$ cat config.mk
export PLATFORM = sky130hd
export DESIGN_NAME = hazard_ctrl
export DESIGN_NICKNAME = d
export VERILOG_FILES = /design/src/rtl/hazard_ctrl_pkg.sv /design/src/rtl/hazard_ctrl_mc_counter.sv /design/src/rtl/hazard_ctrl.sv
export SDC_FILE = /design/constraint.sdc
export NUM_CORES = 1
export LEC_CHECK = 0
export ABC_CLOCK_PERIOD_IN_PS = 1700
export BUFFER_PORTS_ARGS = -buffer_cell sky130_fd_sc_hd__buf_4
export CORE_MARGIN = 10
export CORE_UTILIZATION = 35
export CTS_CLUSTER_SIZE = 30
export DETAILED_ROUTE_END_ITERATION = 6
export GPL_ROUTABILITY_DRIVEN = 1
export PLACE_DENSITY = 0.7
export SLEW_MARGIN = 10
export SYNTH_ARGS = -nofsm -noshare
export SYNTH_HDL_FRONTEND = slang
export SYNTH_SLANG_ARGS = --single-unit
$ cat constraint.sdc
create_clock -name clk -period 1.7 [get_ports clk]
set_clock_uncertainty 0.1 [all_clocks]
set_input_delay 0.085 -clock clk [delete_from_list [all_inputs] [get_ports clk]]
set_output_delay 0.085 -clock clk [all_outputs]
set_load 0.005 [all_outputs]
$ cat src/rtl/hazard_ctrl_pkg.sv
// Shared types for the pipeline hazard sequencer and its stage registers.
package hazard_ctrl_pkg;

  // Control pair for one inter-stage register; clr only takes effect with en=1.
  typedef struct packed {
    logic en;
    logic clr;
  } stage_ctrl_t;

  // Everything the stage registers and PC need from the sequencer.
  typedef struct packed {
    logic        pc_en;
    stage_ctrl_t ifid;
    stage_ctrl_t idex;
    stage_ctrl_t exmem;
    stage_ctrl_t memwb;
  } pipe_ctrl_t;

  // Multi-cycle EX op tracking.
  typedef enum logic [0:0] {
    StIdle,
    StMcBusy
  } mc_state_e;

  // XZR/SP encoding never creates a data dependency.
  localparam int unsigned ZeroRegIdx = 31;

  localparam stage_ctrl_t StageRun   = '{en: 1'b1, clr: 1'b0};
  localparam stage_ctrl_t StageClear = '{en: 1'b1, clr: 1'b1};

  localparam pipe_ctrl_t PipeDefault = '{
    pc_en: 1'b1, ifid: StageRun, idex: StageRun, exmem: StageRun, memwb: StageRun
  };

  // While in reset every stage register is flushed and the PC is held.
  localparam pipe_ctrl_t PipeReset = '{
    pc_en: 1'b0, ifid: StageClear, idex: StageClear, exmem: StageClear, memwb: StageClear
  };

endpackage

$ cat src/rtl/hazard_ctrl_mc_counter.sv
// Down-counter tracking how long a multi-cycle EX op (mul/div) still occupies EX.
module mc_counter
  import hazard_ctrl_pkg::*;
#(
  parameter int unsigned MC_LAT = 4
) (
  input  logic clk,
  input  logic rst_n,
  input  logic start_i,
  input  logic d_wait_i,
  output logic busy_o,
  output logic done_o
);

  localparam int unsigned CntW = $clog2(MC_LAT + 1);
  localparam logic [CntW-1:0] CntLoad = CntW'(MC_LAT - 1);
  localparam logic [CntW-1:0] CntOne  = CntW'(1);

  mc_state_e       state_d, state_q;
  logic [CntW-1:0] cnt_d, cnt_q;

  // Next state: load on start, count down regardless of d_wait, and hold at one
  // until the data side is free so the op never leaves EX under a freeze.
  always_comb begin
    state_d = state_q;
    cnt_d   = cnt_q;
    done_o  = 1'b0;
    unique case (state_q)
      StIdle: begin
        if (start_i && !d_wait_i) begin
          state_d = StMcBusy;
          cnt_d   = CntLoad;
        end
      end
      StMcBusy: begin
        if (cnt_q <= CntOne) begin
          if (!d_wait_i) begin
            state_d = StIdle;
            cnt_d   = '0;
            done_o  = 1'b1;
          end
        end else begin
          cnt_d = cnt_q - CntOne;
        end
      end
    endcase
  end

  // State and counter registers.
  always_ff @(posedge clk or negedge rst_n) begin
    if (!rst_n) begin
      state_q <= StIdle;
      cnt_q   <= '0;
    end else begin
      state_q <= state_d;
      cnt_q   <= cnt_d;
    end
  end

  assign busy_o = (state_q == StMcBusy);

endmodule

$ cat src/rtl/hazard_ctrl.sv
// Stall/flush sequencer for the 5-stage pipeline: drives en/clr of every
// inter-stage register and the PC enable from a fixed hazard priority.
module hazard_ctrl
  import hazard_ctrl_pkg::*;
#(
  parameter int unsigned MC_LAT = 4,
  parameter int unsigned REG_W  = 5
) (
  input  logic             clk,
  input  logic             rst_n,
  input  logic             i_wait,
  input  logic             d_wait,
  input  logic             ex_mc_start,
  input  logic             exc_mem,
  input  logic             br_taken_ex,
  input  logic             idex_is_load,
  input  logic [REG_W-1:0] idex_rd,
  input  logic [REG_W-1:0] ifid_rs1,
  input  logic [REG_W-1:0] ifid_rs2,
  input  logic             ifid_use1,
  input  logic             ifid_use2,
  output logic             pc_en,
  output logic             ifid_en,
  output logic             ifid_clr,
  output logic             idex_en,
  output logic             idex_clr,
  output logic             exmem_en,
  output logic             exmem_clr,
  output logic             memwb_en,
  output logic             memwb_clr,
  output logic             mc_busy,
  output logic             squash_pend
);

  pipe_ctrl_t ctrl;
  logic       freeze;
  logic       load_use;
  logic       redirect;
  logic       mc_done;
  logic       squash_pend_d, squash_pend_q;

  mc_counter #(
    .MC_LAT(MC_LAT)
  ) u_mc_counter (
    .clk     (clk),
    .rst_n   (rst_n),
    .start_i (ex_mc_start),
    .d_wait_i(d_wait),
    .busy_o  (mc_busy),
    .done_o  (mc_done)
  );

  // ex_mc_start freezes in its own cycle so the op cannot slip past EX before busy rises.
  assign freeze = d_wait | mc_busy | ex_mc_start;

  assign load_use = idex_is_load && (idex_rd != REG_W'(ZeroRegIdx)) &&
                    ((ifid_use1 && (ifid_rs1 == idex_rd)) ||
                     (ifid_use2 && (ifid_rs2 == idex_rd)));

  // A redirect only counts when it actually takes effect, i.e. not under a freeze.
  assign redirect = !freeze && (exc_mem || br_taken_ex);

  // Hazard resolution by fixed priority; a pending squash flushes IF/ID on top.
  always_comb begin
    ctrl = PipeDefault;
    if (!rst_n) begin
      ctrl = PipeReset;
    end else begin
      if (freeze) begin
        ctrl.pc_en     = 1'b0;
        ctrl.ifid.en   = 1'b0;
        ctrl.idex.en   = 1'b0;
        ctrl.exmem.en  = 1'b0;
        ctrl.memwb.clr = 1'b1;
      end else if (exc_mem) begin
        ctrl.ifid.clr  = 1'b1;
        ctrl.idex.clr  = 1'b1;
        ctrl.exmem.clr = 1'b1;
      end else if (br_taken_ex) begin
        ctrl.ifid.clr = 1'b1;
        ctrl.idex.clr = 1'b1;
      end else if (load_use) begin
        ctrl.pc_en    = 1'b0;
        ctrl.ifid.en  = 1'b0;
        ctrl.idex.clr = 1'b1;
      end else if (i_wait) begin
        ctrl.pc_en    = 1'b0;
        ctrl.ifid.clr = 1'b1;
      end
      // The in-flight fetch belongs to the old path, including the cycle it returns.
      if (squash_pend_q) begin
        ctrl.ifid.clr = 1'b1;
      end
    end
  end

  // Pending while the stale fetch is outstanding; drops the cycle i_wait falls.
  always_comb begin
    squash_pend_d = i_wait && (squash_pend_q || redirect);
  end

  // Squash-pending flag.
  always_ff @(posedge clk or negedge rst_n) begin
    if (!rst_n) begin
      squash_pend_q <= 1'b0;
    end else begin
      squash_pend_q <= squash_pend_d;
    end
  end

  assign pc_en       = ctrl.pc_en;
  assign ifid_en     = ctrl.ifid.en;
  assign ifid_clr    = ctrl.ifid.clr;
  assign idex_en     = ctrl.idex.en;
  assign idex_clr    = ctrl.idex.clr;
  assign exmem_en    = ctrl.exmem.en;
  assign exmem_clr   = ctrl.exmem.clr;
  assign memwb_en    = ctrl.memwb.en;
  assign memwb_clr   = ctrl.memwb.clr;
  assign squash_pend = squash_pend_q;

  // Completing the op must release the freeze on the following cycle.
  a_mc_release : assert property (@(posedge clk) disable iff (!rst_n) mc_done |=> !mc_busy);

endmodule

==> impl_metrics.tcl, run 1 <==
set metrics [dict create \
    grt_pass1_wl_um 2690 \
    clock_path_buffers 2 \
    cts_sinks 5 \
    ys_top_cells_by_count "nand2_1 (13), xnor2_1 (10), dfrtp_1 (5), nor2_1 (5), inv_1 (4)" \
    clkLatencyLatePin_ns 0.25 \
    fin_tns_setup_ns 0 \
    drtPass1Iterations 4 \
    synth_nets 92 \
    endpoint_kind "primary output" \
    grt_max_degree 12 \
    synth_edf_count 0 \
    drc 0 \
    max_freq_mhz 617 \
    gr-total-overflow 0 \
    yosysTopAreaCell "dfrtp_1" \
    num_vias 591 \
    slowest_delay_ns 0.42 \
    ir_drop_uv 613 \
    coreArea_mm2 0.00135 \
    yosysSeqAreaShare_pct 24.2 \
    ys_warn_count 0 \
    antenna_found_initial 0 \
    syn2layout_area_growth_pct 65.1 \
    drive_gt1_share_pct 45.3 \
    path_clk_slew_ns 0.05 \
    die_y_um 58.4 \
    outcome "completed" \
    fin_area_um2 853 \
    cp_slowest_cell "dfrtp_2" \
    grt_pass1_vias 605 \
    start_util_pct 38.3 \
    cts_root_buffer "clkbuf_4" \
    numCtsBuffers 3 \
    hold_viol 0 \
    wl_per_cell_um 14.0 \
    routed_wl_um 1690 \
    htreeDepth 1 \
    ys_types 26 \
    rsz0062_at_grt "no" \
    drv_slew 0 \
    p_leak_nw 0.409 \
    setup.worst_path.class "flop to primary output" \
    grtUsageTotal_pct 9.68 \
    synth.top_cell.area_share_pct 24.2 \
    portBuffers 34 \
    io_pins 36 \
    fin_nets 134 \
    die_area_mm2 0.00341 \
    syn_area_per_cell_um2 7.95 \
    setup_violations 0 \
    rows 13 \
    yosys-top-cells-area "dfrtp_1 (24%), xnor2_1 (17%), nand2_1 (9.4%)" \
    yosys_most_used_dff "dfrtp_1" \
    die_w_um 58.4 \
    netlist_instances 65 \
    antenna_cells 0 \
    cts_tree "done" \
    cp.required_ns 1.51 \
    dpl.hpwl_um 1400 \
    worstPathArrival_ns 1.44 \
    gp_congestion 0.751 \
    hold_class "input port to flop" \
    viasPerCell 4.88 \
    maxCapViolCount 0 \
    period_share_pct 95.4 \
    cellPowerDensity_mw_per_mm2 947 \
    cp-start-kind "flop" \
    synth-async-reset-ratio_pct 100 \
    ant_nets 0 \
    drt_iter0_drc 6 \
    yosysMostFrequentCell "nand2_1" \
    crit_chain "or3_4 > and2_4 > a31oi_1 > buf_4" \
    worstPathMaxFanout 4 \
    place_area_um2 783 \
    final.min_clock_period_ns 1.62 \
    ys_seq_elements 5 \
    syn_area_um2 517 \
]
## registers in the layout, indices dropped and copies added (netlist names)
name	cells
u_mc_counter.busy_o	1
u_mc_counter.cnt_q	3
squash_pend	1
## worst paths after layout
kind | startpoint | endpoint | slack (ns) | depth (start not counted)
setup / recovery | u_mc_counter.busy_o | ifid_en | 0.08 | 4
hold / removal | d_wait | u_mc_counter.busy_o | 0.03 | 3
setup reg to reg | u_mc_counter.cnt_q[0] | u_mc_counter.cnt_q[0] | 0.24 | 5
hold reg to reg | u_mc_counter.cnt_q[1] | u_mc_counter.cnt_q[1] | 0.45 | 2
max in group asynchronous | rst_n | u_mc_counter.cnt_q[1] | 1.25 | 2
min in group asynchronous | rst_n | squash_pend | 0.10 | 2
## where the power goes
| group | total, mW | internal (mW) | switching (mW) |
|---|---|---|---|
| clock network | 0.143 | 0.0891 | 0.0534 |
| logic | 0.443 | 0.233 | 0.210 |
| registers | 0.222 | 0.173 | 0.0492 |
## cell usage in the layout (no fill, tap or decap), types with 2 or more instances in the layout
| cell type | count |
|---|---|
| dlygate4sd3_1 | 2 |
| ha_1 | 2 |
| inv_1 | 4 |
| buf_4 | 37 |
| nand3_1 | 3 |
| o211ai_1 | 2 |
| nand2_1 | 13 |
| dfrtp_1 | 4 |
| xnor2_1 | 10 |
| clkbuf_4 | 3 |
| o21ai_0 | 3 |
| nor2_1 | 5 |
## metal layers
layer | routed length [um] | track usage (%) | up-vias | part of all wire (%)
met5 | 0 | 0 | - | 0
met4 | 0 | 2.01 | 0 | 0
met3 | 207 | 4.51 | 0 | 12
met2 | 712 | 15.3 | 33 | 42
met1 | 769 | 11.6 | 256 | 46
li1 | - | - | 302 | -
## kinds of logic (layout without fill, tap and decap cells)
kind of cell | Yosys count | count (layout) | synth area share (%)
adder cells (fa/ha/maj) | 2 | 2 | 4.84
AND/OR/NAND/NOR | 28 | 28 | 26.6
flip-flops | 5 | 5 | 24.2
XOR/XNOR | 10 | 10 | 16.9
AO/OA/AOI/OAI | 13 | 13 | 20.8
buffers and inverters | 6 | 47 | 5.81
other | 1 | 1 | 0.726
## critical path, delay by kind of cell (launching register included)
family          cells  cell delay [ns]
buf+inv             1             0.13
compound gates      1             0.13
simple gates        2             0.50
flops               1             0.42
## through the flow
step | util [%] | setup WS (ns) | total power [mW] | instances | hold WS (ns)
floorplan | - | 0.361 | 0.444 | 65 | -0.311
global placement | 58.0 | 0.252 | 0.596 | 113 | -0.185
detailed placement | 58.0 | 0.224 | 0.614 | 113 | -0.186
CTS | 62.7 | 0.0195 | 0.807 | 121 | 0.0195
global route | 63.2 | 0.0196 | 0.882 | 121 | 0.0434
finish | 63.2 | 0.0787 | 0.808 | 121 | 0.0286
## repair_timing
item,4_1_cts,5_1_grt
endpoints found under the hold margin,6,0
setup endpoints to repair,2,2
gates resized for setup,1,2
hold buffers,2,0
buffers inserted,2,0
pin swaps,0,1
## area by class of cell
type	count	area, um2
multi-input cells	54	369
flip-flops and latches	5	126
well taps	15	18.8
repair buffers	39	298
clock buffers	4	26.3
inverters	4	15.0
fillers	121	497
(Power assumes the default switching activity.)
==> run 2, diff against run 1 <==
--- a/config.mk
+++ b/config.mk
@@ -7,6 +7,7 @@
 export LEC_CHECK = 0
 export ABC_CLOCK_PERIOD_IN_PS = 1700
 export BUFFER_PORTS_ARGS = -buffer_cell sky130_fd_sc_hd__buf_4
+export CORE_ASPECT_RATIO = 1.1
 export CORE_MARGIN = 10
 export CORE_UTILIZATION = 35
 export CTS_CLUSTER_SIZE = 30
==> run 2 against run 1 <==
  * Global-route usage increased by 0.80 points
  * Hold slack got worse by 0.0089 ns
  * Routed wire length shrank 0.71%
==> impl_metrics.tcl, run 2 (synthesis results as in run 1) <==
set metrics [dict create \
    cp-start-kind "flop" \
    p_seq_share_pct 29.2 \
    die_w_um 56.6 \
    cts_tree "done" \
    place_worst_setup_slack_ns 0.249 \
    grt_pass1_wl_um 2820 \
    grtUsageTotal_pct 10.5 \
    p_sw_share_pct 37.9 \
    outcome "completed" \
    cp.required_ns 1.51 \
    p_leak_nw 0.400 \
    num_vias 579 \
    power_frac_clock_pct 16.8 \
    numCtsBuffers 3 \
    setup_slack_ns 0.0926 \
    routed_wl_um 1680 \
    place_area_um2 785 \
    drive_gt1_share_pct 46.2 \
    hp-start "i_wait" \
    max_freq_mhz 622 \
    dpl.hpwl_um 1450 \
    busiest_layer "met2" \
    drt_iter0_drc 6 \
    io_pins 36 \
    cts_root_buffer "clkbuf_4" \
    endpoint_kind "primary output" \
    coreArea_mm2 0.00138 \
    combPwrFrac_pct 54.1 \
    cts_sinks 5 \
    antenna_cells 0 \
    start_util_pct 37.3 \
    crit_start "u_mc_counter.busy_o" \
    use_met1_pct 10.9 \
    mostFrequentLayoutCells "buf_4 (36), nand2_1 (13), xnor2_1 (10)" \
    grt_util_met3_pct 3.81 \
    worstRegToRegCells 5 \
    grt_use_met2_pct 18.0 \
    portBuffers 34 \
    grt_pass1_vias 578 \
    drc 0 \
    finalPower_mw 0.772 \
    ant_nets 0 \
    fin_util_pct 60.7 \
    path_clk_slew_ns 0.04 \
    worst_hold_path.endpoint "squash_pend" \
    final_cells 120 \
    worstPathMaxFanout 5 \
    clock_path_buffers 2 \
    drtPass1Iterations 4 \
    viasPerCell 4.83 \
    switchingPower_mw 0.293 \
    internal_power_mw 0.479 \
    gr-total-overflow 0 \
    largest_register_ffs 3 \
    ir_drop_uv 624 \
    hold_viol 0 \
    final.min_clock_period_ns 1.61 \
    wl_per_cell_um 14.0 \
    antenna_found_initial 0 \
    fin_tns_setup_ns 0 \
    fin_area_um2 840 \
    period_share_pct 94.6 \
    worstPathArrival_ns 1.42 \
    die_y_um 60.3 \
    setup.worst_path.class "flop to primary output" \
    gp_congestion 0.743 \
    die_area_mm2 0.00342 \
    hold_ws_ns 0.0197 \
    final_common_cell "buf_4" \
    rows 14 \
    max_flop_register "u_mc_counter.cnt_q" \
    r2r-start "u_mc_counter.cnt_q[0]" \
    grt_max_degree 12 \
    htreeDepth 1 \
    r2r_slack_ns 0.24 \
    clkLatencyLatePin_ns 0.23 \
    syn2layout_area_growth_pct 62.5 \
    maxCapViolCount 0 \
    hold_class "input port to flop" \
    hold_path_depth 2 \
    drv_slew 0 \
    crit-reg2reg-capture "u_mc_counter.cnt_q[1]" \
    cellPowerDensity_mw_per_mm2 920 \
    rsz0062_at_grt "no" \
    post-place-cells 114 \
    fin_nets 132 \
    setup_violations 0 \
]
==> run 2: worst max path at each step <==
| stage | to | slack [ns] | cells past startpoint |
|---|---|---|---|
| 3_3_place_gp | ifid_en | 0.26 | 4 |
| 4_1_cts | ifid_clr | 0.008 | 5 |
| 3_5_place_dp | ifid_clr | 0.25 | 5 |
| 2_1_floorplan | idex_en | 0.36 | 4 |
| 6_report | ifid_en | 0.09 | 4 |
| 5_1_grt | ifid_clr | 0.03 | 5 |
==> run 2: final cells by class <==
type	instances	area, um2
fillers	148	544
multi-input cells	54	372
flip-flops and latches	5	126
repair buffers	37	280
inverters	4	15.0
clock buffers	4	26.3
well taps	16	20.0
==> run 2: metal layers <==
metal | vias up | part of all wire [%]
li1 | 300 | -
met5 | - | 0
met2 | 28 | 50
met4 | 0 | 0.60
met1 | 249 | 40
met3 | 2 | 8.9
==> run 2: power by group through the flow <==
stage	Sequential [mW]	Clock [mW]	Combinational (mW)
2_1_floorplan	0.221	0	0.223
3_3_place_gp	0.225	0	0.374
3_5_place_dp	0.232	0	0.385
4_1_cts	0.233	0.138	0.388
5_1_grt	0.234	0.149	0.477
6_report	0.225	0.130	0.417
==> run 2: critical path, stage by stage, from the launching register on <==
cell     delay (ns)
dfrtp_2        0.42
or3_4          0.34
and2_4         0.17
a31oi_1        0.13
buf_4          0.13
==> run 2: repair_timing <==
action / in CTS / in global routing
pin swaps: 0 / 1
setup endpoints to repair: 2 / 3
resized for setup: 1 / 3
setup buffers: 0 / 1
hold buffers: 1 / 0
hold endpoints to repair: 5 / 0
==> run 3, diff against run 2 <==
--- a/config.mk
+++ b/config.mk
@@ -5,6 +5,7 @@
 export SDC_FILE = /design/constraint.sdc
 export NUM_CORES = 1
 export LEC_CHECK = 0
+export ABC_AREA = 1
 export ABC_CLOCK_PERIOD_IN_PS = 1700
 export BUFFER_PORTS_ARGS = -buffer_cell sky130_fd_sc_hd__buf_4
 export CORE_ASPECT_RATIO = 1.1
@@ -13,7 +14,7 @@
 export CTS_CLUSTER_SIZE = 30
 export DETAILED_ROUTE_END_ITERATION = 6
 export GPL_ROUTABILITY_DRIVEN = 1
-export PLACE_DENSITY = 0.7
+export PLACE_DENSITY = 0.66
 export SLEW_MARGIN = 10
 export SYNTH_ARGS = -nofsm -noshare
 export SYNTH_HDL_FRONTEND = slang
==> run 3 against run 2 <==
  * Fmax rose by 2.0%
  * First-iteration DRC count rose to 2.8 times the previous value
  * Critical path depth rose by 2
  * Die area rose by 15%
  * Via count rose by 29%
  * Synthesized area rose by 23%
  * Sequential share of layout area fell by 1.8 points
  * Clock power rose by 11%
  * Hold slack improved by 0.034 ns
  * Synthesized cell count rose by 68%
  * Global-route usage fell by 1.2 points
  * Critical endpoint is now ifid_clr
  * Largest power group unchanged
==> impl_metrics.tcl, run 3 <==
set metrics [dict create \
    drc 0 \
    ys_warn_count 0 \
    grt_pass1_wl_um 2990 \
    portBuffers 34 \
    dpl.hpwl_um 1530 \
    clkLatencyLatePin_ns 0.25 \
    die_y_um 64.7 \
    synth_edf_count 0 \
    cp.required_ns 1.51 \
    htreeDepth 1 \
    ant_nets 0 \
    syn_area_um2 637 \
    slowest_delay_ns 0.43 \
    drtPass1Iterations 4 \
    yosysMostFrequentCell "nand2_1" \
    hold_ws_ns 0.0533 \
    worstPathMaxFanout 6 \
    largest_register_ffs 3 \
    grt_util_met3_pct 2.14 \
    syn2layout_area_growth_pct 49.9 \
    grt_max_degree 11 \
    busiest_layer "met2" \
    rows 16 \
    cp-start-kind "flop" \
    outcome "completed" \
    multiInputGateArea_um2 414 \
    ff_latch_area_um2 126 \
    path_clk_slew_ns 0.05 \
    fillCellCount 176 \
    antenna_cells 0 \
    use_met1_pct 9.91 \
    cts_tree "done" \
    grt_use_met2_pct 16.5 \
    numCtsBuffers 3 \
    ir_drop_uv 621 \
    drt_iter0_drc 17 \
    viasPerCell 4.49 \
    grt_pass1_vias 738 \
    yosys_most_used_dff "dfrtp_1" \
    yosysTopAreaCell "nand2_1" \
    worstPathArrival_ns 1.39 \
    coreArea_mm2 0.00176 \
    synth_nets 136 \
    p_seq_share_pct 23.4 \
    crit_chain "nor3_4 > o21ai_2 > nand2_1 > inv_2 > nand3_1 > buf_4" \
    final_common_cell "nand2_1" \
    p_sw_share_pct 43.8 \
    cellPowerDensity_mw_per_mm2 964 \
    internal_power_mw 0.517 \
    rsz0062_at_grt "no" \
    setup_violations 0 \
    cts_sinks 5 \
    synth.top_cell.area_share_pct 24.2 \
    max_freq_mhz 635 \
    ys_types 23 \
    antenna_found_initial 0 \
    maxCapViolCount 0 \
    drive_gt1_share_pct 42.6 \
    drv_slew 0 \
    synth-async-reset-ratio_pct 100 \
    critical-path-top-delay-family "simple AND/OR/NAND/NOR gates" \
    ys_top_cells_by_count "nand2_1 (41), inv_1 (13), inv_2 (9), nor2_1 (9)" \
    hold_class "input port to flop" \
    gp_congestion 0.744 \
    die_w_um 60.7 \
    hold_viol 0 \
    syn_area_per_cell_um2 5.84 \
    final.min_clock_period_ns 1.58 \
    cts_root_buffer "clkbuf_4" \
    cp_slowest_cell "dfrtp_2" \
    fin_nets 176 \
    fin_tns_setup_ns 0 \
    die_area_mm2 0.00393 \
    yosys-top-cells-area "nand2_1 (24%), dfrtp_1 (20%), inv_1 (7.7%)" \
    start_util_pct 36.2 \
    endpoint_kind "primary output" \
    cp_num_buf_inv 2 \
    grtUsageTotal_pct 9.28 \
    max_flop_register "u_mc_counter.cnt_q" \
    io_pins 36 \
    p_leak_nw 0.568 \
    switchingPower_mw 0.403 \
    ys_seq_elements 5 \
    wl_per_cell_um 10.8 \
    netlist_instances 109 \
    num_vias 745 \
    yosysSeqAreaShare_pct 19.6 \
    power_frac_clock_pct 15.7 \
    routed_wl_um 1790 \
    setup.worst_path.class "flop to primary output" \
    combPwrFrac_pct 60.9 \
    period_share_pct 92.7 \
    clock_path_buffers 2 \
    gr-total-overflow 0 \
    mostFrequentLayoutCells "nand2_1 (41), buf_4 (35), inv_1 (13), inv_2 (9), nor2_1 (9)" \
]
run 3: final timing paths:
path                                             from               endpoint  slack, ns  cells after the start
worst max-delay path              u_mc_counter.busy_o               ifid_clr       0.12                      6
worst min-delay path                           d_wait    u_mc_counter.busy_o       0.05                      3
worst max register to register  u_mc_counter.cnt_q[1]  u_mc_counter.cnt_q[0]       0.24                      9
worst min register to register  u_mc_counter.cnt_q[2]  u_mc_counter.cnt_q[2]       0.45                      2
max in group asynchronous                       rst_n    u_mc_counter.busy_o       1.27                      2
min in group asynchronous                       rst_n  u_mc_counter.cnt_q[2]       0.09                      2
run 3: per-stage QoR:
| stage | cell area (um2) | utilization [%] | setup WS [ns] | cells | power, mW |
|---|---|---|---|---|---|
| floorplan | 637 | - | 0.321 | 109 | 0.573 |
| global placement | 900 | 51.1 | 0.278 | 159 | 0.737 |
| detailed placement | 900 | 51.1 | 0.239 | 159 | 0.748 |
| CTS | 946 | 53.7 | 0.0360 | 165 | 0.906 |
| global route | 955 | 54.2 | 0.0410 | 166 | 1.01 |
| finish | 955 | 54.2 | 0.124 | 166 | 0.920 |
run 3: power groups by stage:
stage | combinational, mW | clock [mW] | sequential (mW)
after floorplan | 0.348 | 0 | 0.224
after global placement | 0.507 | 0 | 0.230
after detailed placement | 0.516 | 0 | 0.233
after CTS | 0.526 | 0.149 | 0.230
after global routing | 0.633 | 0.154 | 0.223
final | 0.561 | 0.144 | 0.215
run 3: worst reg2reg max path, delay by kind of cell, from the launching register on:
family	cells	cell delay, ns
buf+inv	2	0.13
fa+ha+maj	1	0.17
simple gates	3	0.23
compound gates	3	0.37
flops	1	0.35
run 3: logic make-up (layout without fill, tap and decap cells):
family	Yosys count	in the layout	synth area share (%)
AND/OR/NAND/NOR	66	66	47.3
buffers and inverters	24	63	15.3
AO/OA/AOI/OAI	11	11	13.2
adder cells (fa/ha/maj)	2	2	3.93
other	1	1	0.589
flip-flops	5	5	19.6
run 3: what timing repair did:
item | in CTS | in global routing
endpoints found under the setup margin | 1 | 3
setup buffers | 0 | 1
endpoints found under the hold margin | 6 | 0
hold buffers | 2 | 0
pin swaps | 1 | 1
cloned | 0 | 0
gates resized for setup | 0 | 1
run 3: per-layer routing:
layer	vias up	routed length (um)	share of wire, %
met5	-	0	0
met2	24	943	53
met3	4	149	8.3
met1	311	672	37
li1	406	-	-
met4	0	29	1.6
run 3: layout make-up:
type	count	share of cell area, %
Multi-Input combinational cell	80	43.4
Inverter	22	8.65
Tap cell	18	2.36
Clock buffer	4	2.75
Sequential cell	5	13.2
Timing Repair Buffer	37	29.6
